`src/rtl/seq_gen.sv`:
```
// Serial pattern transmitter: latches a pattern, length, repeat count and gap,
// then shifts the pattern out MSB-first with zero-filled gaps between passes.
module seq_gen #(
  parameter int WIDTH = 8,
  parameter int LW    = 4,
  parameter int CW    = 4
) (
  input  logic             clock,
  input  logic             reset,
  input  logic             start,
  input  logic             abort,
  input  logic [WIDTH-1:0] pat_in,
  input  logic [LW-1:0]    len_in,
  input  logic [CW-1:0]    rep_in,
  input  logic [CW-1:0]    gap_in,
  output logic             seq_out,
  output logic             bit_valid,
  output logic             ready,
  output logic             busy,
  output logic             done,
  output logic             err
);

  localparam int IW = (WIDTH > 1) ? $clog2(WIDTH) : 1;

  typedef enum logic [1:0] {S_IDLE, S_SEND, S_GAP, S_DONE} state_t;

  state_t           r_state;
  logic [WIDTH-1:0] r_pat;
  logic [IW-1:0]    r_last_idx;  // len-1, reloaded at the start of every pass
  logic [IW-1:0]    r_idx;
  logic [CW-1:0]    r_pass;
  logic [CW-1:0]    r_gap;
  logic [CW-1:0]    r_gcnt;
  logic             r_seq;
  logic             r_valid;
  logic             r_ready;
  logic             r_busy;
  logic             r_done;
  logic             r_err;

  logic             w_len_ok;
  logic [IW-1:0]    w_first_idx;
  logic [IW-1:0]    w_idx_dec;

  assign w_len_ok    = (len_in != '0) && (len_in <= LW'(WIDTH));
  assign w_first_idx = IW'(len_in - LW'(1));
  assign w_idx_dec   = r_idx - IW'(1);

  // NOTE: non-blocking assignments throughout so every register samples the
  // pre-edge value of every other register, regardless of statement order.
  always_ff @(posedge clock) begin
    if (reset) begin
      r_state    <= S_IDLE;
      r_pat      <= '0;
      r_last_idx <= '0;
      r_idx      <= '0;
      r_pass     <= '0;
      r_gap      <= '0;
      r_gcnt     <= '0;
      r_seq      <= 1'b0;
      r_valid    <= 1'b0;
      r_ready    <= 1'b1;
      r_busy     <= 1'b0;
      r_done     <= 1'b0;
      r_err      <= 1'b0;
    end else begin
      // Pulse outputs default low; only the branches that fire them set them.
      r_done <= 1'b0;
      r_err  <= 1'b0;
      unique case (r_state)
        S_IDLE: begin
          if (start && w_len_ok) begin
            r_pat      <= pat_in;
            r_last_idx <= w_first_idx;
            r_idx      <= w_first_idx;
            r_pass     <= rep_in;
            r_gap      <= gap_in;
            r_seq      <= pat_in[w_first_idx];
            r_valid    <= 1'b1;
            r_ready    <= 1'b0;
            r_busy     <= 1'b1;
            r_state    <= S_SEND;
          end else if (start) begin
            r_err <= 1'b1;
          end
        end
        S_SEND: begin
          if (abort) begin
            r_seq   <= 1'b0;
            r_valid <= 1'b0;
            r_ready <= 1'b1;
            r_busy  <= 1'b0;
            r_state <= S_IDLE;
          end else if (r_idx != '0) begin
            r_idx <= w_idx_dec;
            r_seq <= r_pat[w_idx_dec];
          end else if (r_pass == '0) begin
            r_seq   <= 1'b0;
            r_valid <= 1'b0;
            r_done  <= 1'b1;
            r_state <= S_DONE;
          end else if (r_gap == '0) begin
            r_pass <= r_pass - CW'(1);
            r_idx  <= r_last_idx;
            r_seq  <= r_pat[r_last_idx];
          end else begin
            r_gcnt  <= r_gap - CW'(1);
            r_seq   <= 1'b0;
            r_valid <= 1'b0;
            r_state <= S_GAP;
          end
        end
        S_GAP: begin
          if (abort) begin
            r_ready <= 1'b1;
            r_busy  <= 1'b0;
            r_state <= S_IDLE;
          end else if (r_gcnt != '0) begin
            r_gcnt <= r_gcnt - CW'(1);
          end else begin
            r_pass  <= r_pass - CW'(1);
            r_idx   <= r_last_idx;
            r_seq   <= r_pat[r_last_idx];
            r_valid <= 1'b1;
            r_state <= S_SEND;
          end
        end
        S_DONE: begin
          r_ready <= 1'b1;
          r_busy  <= 1'b0;
          r_state <= S_IDLE;
        end
        default: r_state <= S_IDLE;
      endcase
    end
  end

  assign seq_out   = r_seq;
  assign bit_valid = r_valid;
  assign ready     = r_ready;
  assign busy      = r_busy;
  assign done      = r_done;
  assign err       = r_err;

endmodule

```
`config.mk`:
```
export PLATFORM = sky130hd
export DESIGN_NAME = seq_gen
export DESIGN_NICKNAME = d
export VERILOG_FILES = /design/src/rtl/seq_gen.sv
export SDC_FILE = /design/constraint.sdc
export NUM_CORES = 1
export LEC_CHECK = 0
export ABC_AREA = 1
export CORE_ASPECT_RATIO = 0.6
export CORE_UTILIZATION = 54
export DETAILED_ROUTE_END_ITERATION = 12
export PLACE_DENSITY = 0.79
export SLEW_MARGIN = 20
export SYNTH_ARGS = -nofsm -noshare
export SYNTH_HDL_FRONTEND = slang
export SYNTH_SLANG_ARGS = --single-unit
```
`constraint.sdc`:
```
create_clock -name clock -period 1.8 [get_ports clock]
set_input_delay 0.27 -clock clock [delete_from_list [all_inputs] [get_ports clock]]
set_output_delay 0.27 -clock clock [all_outputs]
set_load 0.02 [all_outputs]
```
==> results.md <==
- Hold_sp: r_gcnt[0]
- DP HPWL: 4.26 mm
- Leakage dissipation: 1.31 nW
- Top cells by area, synth: dfxtp_1, nand2_1, inv_1, o21ai_0, nor2_1
- CTS tree: done
- Most frequent cells in the layout: nand2_1, inv_1, nor2_1
- GPL Wtd Cong: 0.915
- # port buffers: 29
- Vias: 2,262
- Initial antenna violation count: 0
- Largest net degree at the start of global routing: 17
- Drt pass-1 iters: 5
- Worst-Margin Slew: 335 ps
- Ys Warns: 0
- Ports: 30
- Reg2reg setup slack: 100 ps
- Total CTS buffers: 5
- CP Data Arrival Time: 1930 ps
- Htree depth: 2
- Vias in the first global route: 1,977
- Delay-heaviest family, CP: buffers and inverters
- Synthesized Nets: 373
- Syn_area_per_cell: 6.20 sq um
- Fin crit share: 94.2%
- CTS Sinks: 34
- DRC errors left: 0
- FF+latch count, synth: 34
- Fin nets: 423
- Die Height: 50.4 um
- Post-route ant nets: 0
- Largest area contributor in the synthesized netlist: dfxtp_1
- Hold/Removal Path Class: reg2reg
- Routed WL: 5.65 mm
- Slowest cell on crit path: dfxtp_2
- WP buf/inv: 4
- First DRT Iteration DRCs: 200
- Area of the core: 3700 sq um
- Final hold viol count: 0
- Sequential cell area fraction in the yosys report: 32.3%
- Critical Path Sink Type: flop
- Worst vdd ir: 1.23 mV
- Most common cell after layout, fill and taps aside: nand2_1
- Crit-path max cell delay: 390 ps
- Post-DR wirelength/cell: 12.9 um
- Global Route Usage Sum: 29.4%
- Startpoint Class: flop
- Final setup fails: 0
- Worst slew margin: 77.4%
- Crit-path cells: inv_1 -> buf_4 -> ha_4 -> clkinvlp_4 -> buf_12 -> a21oi_1 -> o21ai_0 -> nand2_1 -> nor2_1 -> nor2_1
- Crit Path Max Fanout: 8
- Die Area: 4170 sq um
- Root Buffer Master: clkbuf_8
- Final core utilization: 74.1%
- R2r startpoint: r_state[0]
- Total gr overflow: 0
- # diodes: 0
- Worst-path clk slew: 70 ps
- Avg Vias per Cell: 5.18
- Total power: 4.81 mW
- Layout cells sized above 1: 12.8%
- Final Max Slew Viols: 0
- Hold Crit Depth: 2
- Placement row count: 17
- Mapped Area: 2110 sq um
- Number of max-cap violations: 0
- Skew final: 3.24 ps
- Worst reg2reg path depth: 10
- Hold Path End: r_gcnt[0]
- Area grow syn2layout: 30.1%
- Clock latency on the worst-skew pair: 290 ps
- Initial Utilization: 57.0%
- Post-synthesis cell count: 340
- CP required: 2030 ps
- Setup CP Type: reg2reg
- Status: completed
- Pwr dens: 1750 nW/um^2
- Die W: 82.7 um
- First-pass GRT wire length: 9.01 mm
- Clock Path Buffers: 2
- Yosys top cell area share: 32.3%
- Min Tclk post-route: 1700 ps
- CP dominant cell by count: nor2_1
- Distinct cells, synth: 25
- R2R Path End: r_pass[3]
- Fmax achieved: 0.590 GHz
==> kinds of logic after synthesis <==
group	after synthesis	share of synthesized area, %
adder cells (fa/ha/maj)	9	5.34
XOR/XNOR	6	2.49
AND/OR/NAND/NOR	167	33.0
flip-flops	34	32.3
buffers and inverters	61	11.6
AO/OA/AOI/OAI	63	15.3
==> metal layers <==
layer	global-route usage, %	wire length [um]	vias to the layer above
li1	-	-	1176
met1	43.3	2850	1001
met2	39.9	2240	78
met3	10.5	500	7
met4	7.18	61	0
met5	0	0	-
==> cells in the mapped netlist <==
| library cell | instances |
|---|---|
| buf_1 | 1 |
| nor3_1 | 1 |
| a21oi_1 | 24 |
| ha_1 | 9 |
| o21ai_2 | 1 |
| nand3_2 | 1 |
| buf_4 | 1 |
| nand2_2 | 4 |
| xor2_1 | 3 |
| dfxtp_1 | 34 |
| xnor2_1 | 3 |
| nor4_1 | 2 |
| a21oi_2 | 1 |
| clkbuf_1 | 2 |
| nand3_1 | 25 |
| nand2_1 | 85 |
| nand4_1 | 2 |
| nand3b_1 | 2 |
| o21ai_0 | 37 |
| nor2_1 | 44 |
| nor2_2 | 1 |
| buf_2 | 4 |
| inv_1 | 50 |
| buf_6 | 1 |
| inv_2 | 2 |
==> flip-flops by register name (all words and copies together), names as in the netlist <==
register / flops
bit_valid: 1
busy: 1
done: 1
err: 1
r_gap: 4
r_gcnt: 4
r_idx: 3
r_last_idx: 3
r_pass: 4
r_pat: 8
r_state: 2
ready: 1
seq_out: 1
==> layout make-up <==
class                   instances  area [sq um]
multi-input cells             245          1240
fillers                       311           957
flip-flops and latches         34           682
repair buffers                 52           488
inverters                      52           199
clock buffers                   5          68.8
well taps                      47          58.8
clock inverters                 2          10.0
==> metrics by stage <==
stage	setup WS [ps]	cells	area, sq um	TNS [ps]	hold WS [ps]
2_1_floorplan	143	340	2110	0	339
6_report	105	437	2740	0	476
4_1_cts	44.1	437	2690	0	466
3_5_place_dp	-206	429	2590	-3420	455
5_1_grt	-48.1	437	2740	-231	492
3_3_place_gp	-150	429	2590	-2430	452
==> where the power goes <==
| group | switching, mW | internal (mW) |
|---|---|---|
| Combinational | 1.80 | 1.28 |
| Clock | 0.296 | 0.260 |
| Sequential | 0.175 | 0.998 |
==> worst register-to-register path, stage by stage (launching register included) <==
cell and delay (ps):
dfxtp_2 390, inv_1 100, buf_4 150, ha_4 280
clkinvlp_4 150, buf_12 170, a21oi_1 100, o21ai_0 90
nand2_1 60, nor2_1 40, nor2_1 90
==> worst max path at each step <==
stage | startpoint | to | slack (ps) | cells past startpoint
after global routing | r_state[0] | r_state[0] | -50 | 10
after detailed placement | len_in[0] | r_idx[1] | -210 | 13
final | r_state[0] | r_pass[3] | 100 | 10
after global placement | len_in[0] | r_idx[0] | -150 | 13
after floorplan | r_state[0] | r_gcnt[2] | 140 | 9
after CTS | r_state[0] | ready | 40 | 8
==> repair_timing <==
item	in CTS	in global routing
pin swaps	0	0
hold buffers	0	0
setup endpoints to repair	5	20
cloned	0	0
buffers inserted	1	0
resized for setup	3	14
No activity file was read; power rests on OpenSTA's default activity.
